**src/rtl/branch_resolve_unit.sv**
```systemverilog
// Decode-stage branch resolver: load-use stall FSM, predict-not-taken redirect.
// Optional perf counters enabled by BRU_PERF_CNT_EN.
module branch_resolve_unit #(
  parameter int XLEN  = 32,
  parameter int CNT_W = 32
) (
  input  logic            clk,
  input  logic            rst,
  input  logic            valid_id,
  input  logic [6:0]      opcode,
  input  logic [2:0]      funct3,
  input  logic [XLEN-1:0] pc_id,
  input  logic [XLEN-1:0] imm,
  input  logic [4:0]      rs1_rg,
  input  logic [4:0]      rs2_rg,
  input  logic [XLEN-1:0] d1,
  input  logic [XLEN-1:0] d2,
  input  logic [4:0]      rd_rg2,
  input  logic            memread_rg2,
  input  logic [4:0]      rd_rg3,
  input  logic            memread_rg3,
  output logic            stall_id,
  output logic            redirect_vld,
  output logic [XLEN-1:0] redirect_pc,
  output logic            flush_id,
  output logic            misalign_exc,
  output logic [CNT_W-1:0] perf_br_cnt,
  output logic [CNT_W-1:0] perf_tk_cnt,
  output logic [CNT_W-1:0] perf_st_cnt
);

  localparam logic [6:0] OP_BR   = 7'b1100011;
  localparam logic [6:0] OP_JAL  = 7'b1101111;
  localparam logic [6:0] OP_JALR = 7'b1100111;

  typedef enum logic [1:0] {IDLE, WAIT2, WAIT1} state_t;
  state_t state;

  logic is_br, is_jal, is_jalr, ctrl;
  logic use1, use2, haz_ex, haz_mem;
  logic resolve, taken, cond;
  logic [XLEN-1:0] jsum, target;

  always_comb begin
    is_br   = (opcode == OP_BR);
    is_jal  = (opcode == OP_JAL);
    is_jalr = (opcode == OP_JALR);
    ctrl    = valid_id && (is_br || is_jal || is_jalr) && !redirect_vld;
    use1    = is_br || is_jalr;
    use2    = is_br;
    // rd != 0 already excludes x0 sources from matching
    haz_ex  = ctrl && memread_rg2 && (rd_rg2 != 5'd0) &&
              ((use1 && rs1_rg == rd_rg2) || (use2 && rs2_rg == rd_rg2));
    haz_mem = ctrl && memread_rg3 && (rd_rg3 != 5'd0) &&
              ((use1 && rs1_rg == rd_rg3) || (use2 && rs2_rg == rd_rg3));
    stall_id = (state != IDLE) || haz_ex || haz_mem;
    resolve  = (state == IDLE) && ctrl && !haz_ex && !haz_mem;
  end

  always_comb begin
    cond = 1'b0;
    case (funct3)
      3'b000:  cond = (d1 == d2);
      3'b001:  cond = (d1 != d2);
      3'b100:  cond = ($signed(d1) <  $signed(d2));
      3'b101:  cond = ($signed(d1) >= $signed(d2));
      3'b110:  cond = (d1 <  d2);
      3'b111:  cond = (d1 >= d2);
      default: cond = 1'b0;
    endcase
  end

  always_comb begin
    taken  = 1'b0;
    jsum   = d1 + imm;
    target = pc_id + imm;
    unique case (1'b1)
      is_br:   taken = cond;
      is_jal:  taken = 1'b1;
      is_jalr: begin
        taken  = 1'b1;
        target = {jsum[XLEN-1:1], 1'b0};
      end
      default: taken = 1'b0;
    endcase
  end

  always_ff @(posedge clk) begin
    if (rst) begin
      state        <= IDLE;
      redirect_vld <= 1'b0;
      redirect_pc  <= '0;
      misalign_exc <= 1'b0;
    end else begin
      case (state)
        IDLE: begin
          if (haz_ex)       state <= WAIT2;
          else if (haz_mem) state <= WAIT1;
        end
        WAIT2:   state <= WAIT1;
        WAIT1:   state <= IDLE;
        default: state <= IDLE;
      endcase
      redirect_vld <= resolve && taken;
      misalign_exc <= resolve && taken && (target[1:0] != 2'b00);
      if (resolve && taken) redirect_pc <= target;
    end
  end

  assign flush_id = redirect_vld;

`ifdef BRU_PERF_CNT_EN
  always_ff @(posedge clk) begin
    if (rst) begin
      perf_br_cnt <= '0;
      perf_tk_cnt <= '0;
      perf_st_cnt <= '0;
    end else begin
      if (resolve && !(&perf_br_cnt))      perf_br_cnt <= perf_br_cnt + 1'b1;
      if (redirect_vld && !(&perf_tk_cnt)) perf_tk_cnt <= perf_tk_cnt + 1'b1;
      if (stall_id && !(&perf_st_cnt))     perf_st_cnt <= perf_st_cnt + 1'b1;
    end
  end
`else
  assign perf_br_cnt = '0;
  assign perf_tk_cnt = '0;
  assign perf_st_cnt = '0;
`endif

endmodule

```
**config.mk**
```make
export PLATFORM = sky130hd
export DESIGN_NAME = branch_resolve_unit
export DESIGN_NICKNAME = d
export VERILOG_FILES = /design/src/rtl/branch_resolve_unit.sv
export SDC_FILE = /design/constraint.sdc
export NUM_CORES = 1
export LEC_CHECK = 0
export ABC_AREA = 1
export CAP_MARGIN = 5
export CORE_UTILIZATION = 35
export CTS_CLUSTER_DIAMETER = 120
export CTS_CLUSTER_SIZE = 10
export DETAILED_ROUTE_END_ITERATION = 6
export GPL_TIMING_DRIVEN = 0
export HOLD_SLACK_MARGIN = 0.05
export PLACE_DENSITY_LB_ADDON = 0.25
export SLEW_MARGIN = 10
export SYNTH_ARGS = -nofsm -noshare
export SYNTH_HDL_FRONTEND = slang
export SYNTH_SLANG_ARGS = --single-unit
```
**constraint.sdc**
```tcl
create_clock -name clk -period 3.31 [get_ports clk]
set_input_delay 0.662 -clock clk [delete_from_list [all_inputs] [get_ports clk]]
set_output_delay 0.662 -clock clk [all_outputs]
set_load 0.02 [all_outputs]
```
==> impl_metrics.json <==
{
  "grt_max_degree": 12,
  "period_minus_slack_ps": 3151,
  "cts_buffer_depth": 2,
  "cts.sinks": 36,
  "clkLatencyLatePin_ps": 280,
  "drc": 0,
  "num_antenna_cells": 0,
  "setup_viol": 0,
  "area_delta_synth_final_pct": 40.36,
  "rr_startpoint": "flush_id",
  "die_w_um": 149.2,
  "syn_area_per_cell_um2": 5.933,
  "synth_flop_cell": "dfxtp_1",
  "slew_violations": 0,
  "synth-async-reset-ratio_pct": 0,
  "portBuffers": 198,
  "hpwl_mm": 23.21,
  "power.density_mw_per_mm2": 219.1,
  "r2r_slack_ps": 1490,
  "syn_area_mm2": 0.007589,
  "fin_skew_ps": 5.246,
  "max_freq_mhz": 317.3,
  "syn_inst": 1279,
  "firstDrtPassIters": 6,
  "status": "finished clean",
  "crit_path_end_kind": "flip-flop",
  "antenna_found_initial": 1,
  "start_util_pct": 35.87,
  "slew_headroom_pct": 50.10,
  "grt_first_pass_wirelength_mm": 40.01,
  "grt.overflow.total": 0,
  "cts_inserted_buffers": 5,
  "cp-endpoint": "redirect_pc[23]",
  "wl_per_cell_um": 14.16,
  "cts_root_buf": "clkbuf_16",
  "synth_edf_count": 0,
  "core-area_mm2": 0.02115,
  "synth.distinct_cells": 50,
  "placementRows": 53,
  "final_common_cell": "nand2_1",
  "cp.required_ps": 3480,
  "total_power_uw": 2334,
  "timing.final.crit_share_pct": 95.21,
  "path_class": "in -> reg",
  "htreeDepth": 2,
  "drive_gt1_share_pct": 10.85,
  "vias_per_cell": 4.734,
  "drt_iter0_markers": 495,
  "routed_wirelength_mm": 26.34,
  "clk_pin_slew_worst_paths_ps": 50,
  "crit_path_start_kind": "primary input",
  "die_area_mm2": 0.02227,
  "io_pins": 295,
  "post-route-util_pct": 50.35,
  "cts_hold_buf": 0,
  "drv_cap": 0,
  "r2r_end": "redirect_pc[14]",
  "design_area_mm2": 0.01065,
  "reg2regPathDepth": 10,
  "hold_class": "reg -> reg",
  "ir_worst_vdd_uv": 175.4,
  "dpl_cell_area_mm2": 0.01027,
  "crit_fanout": 10,
  "ys_warn_count": 0,
  "synth-seq-cells": 36,
  "whs_ps": 452.3,
  "yosysSeqAreaShare_pct": 9.497,
  "grtUsageTotal_pct": 22.85,
  "gp_congestion": 0.9401,
  "tightest_slew_ps": 748.4,
  "cts_tree": "built",
  "die-height_um": 149.2,
  "hold_viol": 0,
  "vias": 8806,
  "antenna_left": 0,
  "startpoint": "d2[5]",
  "final_cell_mix": "nand2_1, clkdlybuf4s50_1, inv_1",
  "power.leakage_uw": 0.005394,
  "finalNetCount": 1842,
  "arrival_ps": 3320,
  "finalSetupTns_ps": 0,
  "grt_pass1_vias": 8015
}
cells in the mapped netlist, drive strengths merged (2+ instances only):
cell type / number / area, um^2
nand2: 284 / 1081
inv: 169 / 634.4
nor2: 157 / 609.3
a21oi: 125 / 629.4
buf: 110 / 827.0
ha: 93 / 1164
o21ai: 76 / 380.4
nand3: 70 / 370.4
dfxtp: 36 / 720.7
nor3: 23 / 130.1
xor2: 22 / 192.7
nand4: 13 / 81.33
nand3b: 12 / 90.09
o21bai: 12 / 90.09
a21o: 11 / 82.58
xnor2: 9 / 78.83
a21boi: 8 / 60.06
a31oi: 7 / 43.79
o21a: 6 / 45.04
clkbuf: 5 / 18.77
or2: 5 / 31.28
nor4: 3 / 18.77
o221ai: 3 / 26.28
a221oi: 2 / 17.52
fa: 2 / 40.04
o2111ai: 2 / 17.52
o22ai: 2 / 12.51
o31ai: 2 / 15.01
o41ai: 2 / 17.52
stage by stage:
step | instances | setup slack [ps]
floorplan | 1374 | 808.4
global placement | 1847 | -305.2
detailed placement | 1847 | -306.6
CTS | 1855 | -4.012
global route | 1860 | -27.19
finish | 1860 | 158.7
per-layer routing:
| layer | track usage [%] | routed length (um) | up-vias |
|---|---|---|---|
| met2 | 40.44 | 12430 | 287 |
| met4 | 4.643 | 359 | 2 |
| met3 | 2.202 | 1514 | 25 |
| met5 | 0 | 13 | - |
| met1 | 29.83 | 12020 | 3847 |
| li1 | - | - | 4645 |
what timing repair did:
item,CTS,global route
gates cloned,0,2
pin swaps,4,9
endpoints found under the setup margin,25,35
resized for setup,4,44
setup buffers,0,3
critical path, cell delays in order:
cell and delay (ps):
clkdlybuf4s50_1 470, inv_2 50, ha_4 260, nand2_2 50
nor2_4 100, nand4_1 190, nor3_4 260, nand2_2 100
nand2_1 70, nand2_1 40, inv_1 40, nand2_1 40
nor2_1 110, nand3_2 140, nand2_1 110, nand2_2 100
buf_6 160, buf_8 150, a21oi_2 130, nor2_1 60
logic make-up (layout without fill, tap and decap cells):
kind of cell             Yosys count  after routing  share of synthesized area [%]
other                              1             96                        0.04942
buffers and inverters            284            495                          19.51
adder cells (fa/ha/maj)           95             95                          15.86
AND/OR/NAND/NOR                  569            569                          31.97
flip-flops                        36             36                          9.497
AO/OA/AOI/OAI                    263            263                          19.54
XOR/XNOR                          31             31                          3.578
registers in the layout (all words and copies together) (netlist names):
| signal | cells |
|---|---|
| redirect_pc | 32 |
| state | 2 |
| misalign_exc | 1 |
| flush_id | 1 |
how the worst min path moves through the flow:
stage               end  cells after the start      from  slack, ps
4_1_cts        state[0]                      1  state[1]        450
3_5_place_dp   state[0]                      1  state[1]        440
3_3_place_gp   state[0]                      1  state[1]        430
2_1_floorplan  state[0]                      1  state[0]        420
5_1_grt        state[0]                      1  state[1]        470
6_report       state[0]                      1  state[0]        450
power breakdown:
group | switching, uW | internal (uW)
Combinational | 796 | 581
Sequential | 0.0861 | 434
Clock | 169 | 354
Total | 965 | 1370
layout make-up:
type | instances | area (um^2)
flip-flops and latches | 36 | 720.7
multi-input cells | 1054 | 5878
clock buffers | 6 | 128.9
plain buffers | 115 | 868.3
well taps | 275 | 344.1
inverters | 169 | 634.4
repair buffers | 203 | 2042
fillers | 2207 | 10500
clock inverters | 2 | 35.03
Power figures use the tool's default switching activity.
